## src/rtl/pc_tx_serialiser.sv

```systemverilog
// ---------------------------------------------------------------------------
// pc_tx_serialiser
//
// Splits one 32-bit word from the PC_TX FIFO into bytes and hands them to the
// UART transmitter one at a time. Each byte is issued with a one-cycle strobe,
// and the next byte waits for the UART completion pulse plus an optional gap.
//
// Parameters
//   MSB_FIRST      1: bits 31:24 go first, 0: bits 7:0 go first
//   BYTE_GAP_CLKS  idle clocks between a completion pulse and the next strobe
//   TERM_BYTE      delimiter value (exists only with TX_SERIALISER_TERM_EN)
//
// Build option
//   TX_SERIALISER_TERM_EN  append TERM_BYTE as a fifth byte after each word
//
// Ports
//   i_clock       system clock, rising edge
//   i_reset       asynchronous active-high reset
//   i_word_data   word to serialise, sampled on accept
//   i_word_valid  word present; accepted only while o_busy=0
//   o_busy        word in progress
//   o_tx_dv       one-cycle start strobe to the UART
//   o_tx_byte     byte to the UART, held from strobe until completion
//   i_tx_done     one-cycle UART completion pulse
//   o_word_done   one-cycle pulse when the last byte of a word completes
//   o_words_sent  completed word count, wraps at 16 bits
// ---------------------------------------------------------------------------
module pc_tx_serialiser #(
    parameter bit MSB_FIRST     = 1'b1,
    parameter int BYTE_GAP_CLKS = 0
`ifdef TX_SERIALISER_TERM_EN
    ,
    parameter logic [7:0] TERM_BYTE = 8'h0A
`endif
) (
    input  logic        i_clock,
    input  logic        i_reset,
    input  logic [31:0] i_word_data,
    input  logic        i_word_valid,
    output logic        o_busy,
    output logic        o_tx_dv,
    output logic [7:0]  o_tx_byte,
    input  logic        i_tx_done,
    output logic        o_word_done,
    output logic [15:0] o_words_sent
);

`ifdef TX_SERIALISER_TERM_EN
    localparam logic [2:0] LAST_IDX = 3'd4;
`else
    localparam logic [2:0] LAST_IDX = 3'd3;
`endif
    localparam logic [15:0] GAP_LOAD = 16'(BYTE_GAP_CLKS);

    typedef enum logic [1:0] {IDLE, SEND, WAIT, GAP} state_t;

    state_t      state_q, state_d;
    logic [31:0] shift_q, shift_d;
    logic [2:0]  idx_q, idx_d;
    logic [15:0] gap_q, gap_d;
    logic [15:0] words_sent_q, words_sent_d;
    logic [7:0]  byte_q, byte_d;
    logic        busy_q, dv_q, word_done_q, word_done_d;

    // Byte at the head of the shift register for the given index. The data
    // bytes are consumed from the head, so only the index of the terminator
    // matters here.
    function automatic logic [7:0] head_byte(input logic [31:0] sr, input logic [2:0] idx);
        logic [7:0] b;
        b = MSB_FIRST ? sr[31:24] : sr[7:0];
`ifdef TX_SERIALISER_TERM_EN
        if (idx == LAST_IDX) b = TERM_BYTE;
`else
        if (idx > LAST_IDX) b = 8'h00;
`endif
        return b;
    endfunction

    always_comb begin
        state_d      = state_q;
        shift_d      = shift_q;
        idx_d        = idx_q;
        gap_d        = gap_q;
        words_sent_d = words_sent_q;
        word_done_d  = 1'b0;
        case (state_q)
            IDLE: begin
                // A done pulse here is stale (e.g. after reset) and ignored.
                if (i_word_valid) begin
                    shift_d = i_word_data;
                    idx_d   = 3'd0;
                    state_d = SEND;
                end
            end
            SEND: state_d = WAIT;
            WAIT: begin
                if (i_tx_done) begin
                    if (idx_q == LAST_IDX) begin
                        word_done_d  = 1'b1;
                        words_sent_d = words_sent_q + 16'd1;
                        state_d      = IDLE;
                    end else begin
                        idx_d   = idx_q + 3'd1;
                        shift_d = MSB_FIRST ? {shift_q[23:0], 8'h00} : {8'h00, shift_q[31:8]};
                        if (GAP_LOAD == 16'd0) begin
                            state_d = SEND;
                        end else begin
                            gap_d   = GAP_LOAD;
                            state_d = GAP;
                        end
                    end
                end
            end
            GAP: begin
                // Loaded with N, leaves after N cycles in this state.
                gap_d = gap_q - 16'd1;
                if (gap_q == 16'd1) state_d = SEND;
            end
            default: state_d = IDLE;
        endcase

        // The byte register only loads when a strobe is about to go out, so it
        // stays frozen while the UART is shifting.
        byte_d = (state_d == SEND) ? head_byte(shift_d, idx_d) : byte_q;
    end

    always_ff @(posedge i_clock or posedge i_reset) begin
        if (i_reset) begin
            state_q      <= IDLE;
            shift_q      <= 32'h0;
            idx_q        <= 3'd0;
            gap_q        <= 16'h0;
            words_sent_q <= 16'h0;
            byte_q       <= 8'h00;
            busy_q       <= 1'b0;
            dv_q         <= 1'b0;
            word_done_q  <= 1'b0;
        end else begin
            state_q      <= state_d;
            shift_q      <= shift_d;
            idx_q        <= idx_d;
            gap_q        <= gap_d;
            words_sent_q <= words_sent_d;
            byte_q       <= byte_d;
            busy_q       <= (state_d != IDLE);
            dv_q         <= (state_d == SEND);
            word_done_q  <= word_done_d;
        end
    end

    assign o_busy       = busy_q;
    assign o_tx_dv      = dv_q;
    assign o_tx_byte    = byte_q;
    assign o_word_done  = word_done_q;
    assign o_words_sent = words_sent_q;

endmodule

```

## config.mk

```make
export PLATFORM = sky130hd
export DESIGN_NAME = pc_tx_serialiser
export DESIGN_NICKNAME = d
export VERILOG_FILES = /design/src/rtl/pc_tx_serialiser.sv
export SDC_FILE = /design/constraint.sdc
export NUM_CORES = 1
export LEC_CHECK = 0
export CELL_PAD_IN_SITES_DETAIL_PLACEMENT = 1
export CELL_PAD_IN_SITES_GLOBAL_PLACEMENT = 1
export CORE_MARGIN = 4
export CORE_UTILIZATION = 43
export CTS_BUF_LIST = sky130_fd_sc_hd__clkbuf_8
export DETAILED_ROUTE_END_ITERATION = 10
export GPL_TIMING_DRIVEN = 0
export PLACE_DENSITY_LB_ADDON = 0.1
export SYNTH_ARGS = -nofsm -noshare
export SYNTH_HDL_FRONTEND = slang
export SYNTH_SLANG_ARGS = --single-unit
```

## constraint.sdc

```tcl
create_clock -name i_clock -period 3.5 [get_ports i_clock]
set_clock_uncertainty 0.15 [all_clocks]
set_input_delay 0.525 -clock i_clock [delete_from_list [all_inputs] [get_ports i_clock]]
set_output_delay 0.525 -clock i_clock [all_outputs]
set_load 0.02 [all_outputs]
```

==> run_results.csv <==
group,metric,value,unit
power_and_ir_drop,vdd_drop_max,0.311,mV
critical_path,worst-path-buf-inv,3,
clocking,postCtsHoldBufs,0,
critical_path,rr_worst_depth,6,
global_route,overflow,0,
critical_path,r2r_setup_slack,1.13,ns
sta,slew_headroom,63.7,%
sta,finalSetupViolCount,0,
power_and_ir_drop,p_switching,1.21,mW
floorplanning,die_area,0.00990,mm^2
sta,hold_viol,0,
route,wire_per_inst,16.5,um
sta,rsz0062_at_grt,"no",
layout,layout-drive-gt1-share,11.1,%
power_and_ir_drop,clkPwrFrac,19.4,%
floorplanning,std_cell_rows,33,
global_route,gr-usage-all-layers,18.7,%
run_status,status,"completed",
floorplanning,die_w,99.5,um
clocking,clk-insertion-delay-late,0.35,ns
sta,tns,0,ns
sta,drv_slew,0,
clocking,cts.htree.levels,3,
synth,synthSimpleGateAreaFrac,19.3,%
critical_path,endpoint_kind,"register",
route,vias,2799,
synth,syn_nets,375,
synth,synth_area_per_cell,10.7,um^2
synth,synth-adder-area-share,1.39,%
synth,ys_seq_elements,80,
power_and_ir_drop,leakage,2.02,nW
clocking,postCtsSetupRepairBufs,0,
synth,synth_top_flop_cell,"dfrtp_1",
clocking,cts_resized,0,
clocking,cts.sink_count,80,
critical_path,crit_family,"buffers and inverters",
sta,worst-slew-pin-transition,0.538,ns
synth,seq_area_frac_synth,55.6,%
placement,port_buffers,62,
route,postRouteAntennaNets,0,
critical_path,critPathArrivalTime,2.52,ns
floorplanning,die_h,99.5,um
critical_path,cp_max_fo,10,
layout,fillers,906,
power_and_ir_drop,powerDensity,714,mW/mm^2
clocking,cts-root-buf,"clkbuf_8",
synth,syn_inst,335,
placement,place_area,0.00438,mm^2
route,drtPass1Iterations,4,
placement,dp_slack,0.665,ns
critical_path,max_stage_delay,0.57,ns
synth,syn-cell-area,0.00360,mm^2
global_route,antenna_found_initial,0,
floorplanning,design.core.area,0.00818,mm^2
placement,placedCellCount,503,
sta,setup_ws,1.04,ns
min_path,worstHoldStart,"gap_q[14]$_DFFE_PP0P_",
min_path,min_to,"gap_q[14]$_DFFE_PP0P_",
min_path,whs_path_depth,1,
layout,stdcell_area,0.00456,mm^2
route,viasPerCell,5.39,
layout,final_cells,519,
synth,synth_top_family_by_area,"simple AND/OR/NAND/NOR gates",
global_route,grt_pass1_vias,2961,
sta,fmax,0.406,GHz
synth,yosysWarnings,0,
sta,period_share,70.3,%
power_and_ir_drop,comb_power_share,35.4,%
synth,synthArstFlopShare,100,%
clocking,numCtsBuffers,9,
min_path,holdCritPathClass,"reg -> reg",
synth,yosys-top-cells-area,"dfrtp_1 56%, nand2_1 7.0%, xnor2_1 4.6%, a22oi_1 3.3%, nand3_1 2.5%",
synth,synth_xor_area_share,7.06,%
critical_path,r2r-end,"shift_q[1]$_DFFE_PP0P_",
floorplanning,io_pins,63,
sta,layout_min_cycle_time,2.46,ns
placement,gp_congestion,0.761,
route,drt-total-wl,8.56,mm
clocking,cts_tree,"built",
critical_path,timing.rr.start,"idx_q[0]$_DFF_PP0_",
clocking,clk_pin_slew,0.08,ns
synth,synth_top_area_cell,"dfrtp_1",
power_and_ir_drop,internal-power,2.05,mW
power_and_ir_drop,pwr-share-seq,45.2,%
critical_path,worstSetupStartpointType,"input pin",
floorplanning,start_util,44.0,%
layout,nNetsFinal,449,
critical_path,setup.worst_path.class,"in -> reg",
route,drtIter0Drc,87,
critical_path,critPathSlowestCell,"clkdlybuf4s50_1",
synth,synth.distinct_cells,50,
flow_run,drv.max_cap_violation_count,0,
critical_path,critPathRequiredTime,3.56,ns
layout,num_antenna_cells,0,
synth,synth_top_area_share,55.6,%
synth,synth_edf_count,0,
power_and_ir_drop,switching_share,37.2,%
critical_path,crit_chain,"clkdlybuf4s50_1 -> clkinv_1 -> nor3_2 -> clkbuf_1 -> o21ai_0",
clocking,clockBufferDepth,2,
synth,synth_compound_area_share,10.5,%
global_route,grt_first_pass_wirelength,14.7,mm
power_and_ir_drop,total_power,3.26,mW
route,drc_errors,0,
layout,syn_to_final_growth,26.8,%
global_route,grt_max_degree,56,
synth,synthMuxAreaShare,3.09,%
placement,dp_hpwl,6.21,mm
## through the flow
stage	hold WS [ns]	utilization [%]
6_report	0.321	55.8
4_1_cts	0.319	55.8
3_3_place_gp	0.299	53.2
3_5_place_dp	0.303	53.6
5_1_grt	0.334	55.8
2_1_floorplan	0.284	-
## flip-flops by register name (all words and copies together), names as in the netlist, 2 cells and up
register      count
gap_q            16
idx_q             3
o_tx_byte         8
o_words_sent     16
shift_q          32
state_q           2
## cell usage in the layout (no fill, tap or decap), types with 3 or more instances in the layout
cell type        count
a22oi_1             16
nor3_2               3
clkdlybuf4s50_1     62
and3_1               5
xnor2_1             19
mux2_2               8
nand2_1             67
nor2_1               7
nor2b_1              3
nand3_1             18
clkbuf_8            10
xor2_1              10
nand2b_1             3
clkinvlp_4           4
a31oi_1              7
o311ai_0             6
buf_2               11
or3_1                3
clkbuf_1             5
inv_1                4
o21ai_0             12
nand4_1              9
dfrtp_1             80
ha_1                 4
## synthesized netlist by cell type (2+ instances only)
master / n
a22oi_1: 16
a31oi_1: 7
and3_1: 5
buf_2: 11
clkbuf_1: 5
dfrtp_1: 80
ha_1: 4
inv_1: 5
mux2_2: 8
nand2_1: 67
nand2b_1: 3
nand3_1: 18
nand4_1: 9
nor2_1: 7
nor2b_1: 3
nor3_1: 2
nor3_2: 3
nor4_1: 2
nor4_2: 2
o21ai_0: 12
o311ai_0: 6
or2_1: 2
or3_1: 3
or4_1: 2
xnor2_1: 19
xor2_1: 10
## layer usage
layer / routed length, um / vias to the layer above / GRT usage (%)
met5: 0 / - / 0
met4: 120 / 0 / 6.30
met3: 237 / 10 / 2.88
met2: 4430 / 42 / 32.0
met1: 3760 / 1409 / 24.2
li1: - / 1338 / -
## cell type report
type / instances / area, um^2 / area share (%)
sequential: 80 / 2000 / 43.9
multi-input combinational: 232 / 1490 / 32.6
timing repair buffer: 63 / 648 / 14.2
clock buffer: 10 / 138 / 3.02
tap: 105 / 131 / 2.88
buffer: 17 / 85.1 / 1.87
clock inverter: 6 / 43.8 / 0.960
inverter: 6 / 25.0 / 0.549
## how the worst max path moves through the flow
stage	endpoint	slack, ns	startpoint	cells past startpoint
4_1_cts	shift_q[1]$_DFFE_PP0P_	1.0	i_tx_done	5
5_1_grt	shift_q[22]$_DFFE_PP0P_	0.83	i_tx_done	6
3_3_place_gp	o_tx_byte[3]$_DFFE_PP0P_	-0.61	i_reset	2
2_1_floorplan	gap_q[0]$_DFFE_PP0P_	0.77	i_reset	1
6_report	shift_q[1]$_DFFE_PP0P_	1.04	i_tx_done	5
3_5_place_dp	shift_q[1]$_DFFE_PP0P_	0.67	i_tx_done	5
## cell families after synthesis
family	count (synthesis)
adders and majority gates	4
DFF	80
buffers and inverters	23
AOI/OAI and AO/OA	53
muxes	10
and+or+nand+nor	136
xor gates and xnor gates	29
## power by group through the flow
| stage | registers [mW] | logic, mW | clock network (mW) |
|---|---|---|---|
| finish | 1.47 | 1.15 | 0.632 |
| global route | 1.52 | 1.30 | 0.696 |
| CTS | 1.48 | 1.17 | 0.649 |
| detailed placement | 1.49 | 1.16 | 0 |
| global placement | 1.47 | 1.11 | 0 |
| floorplan | 1.50 | 0.727 | 0 |
(Power assumes the default switching activity.)
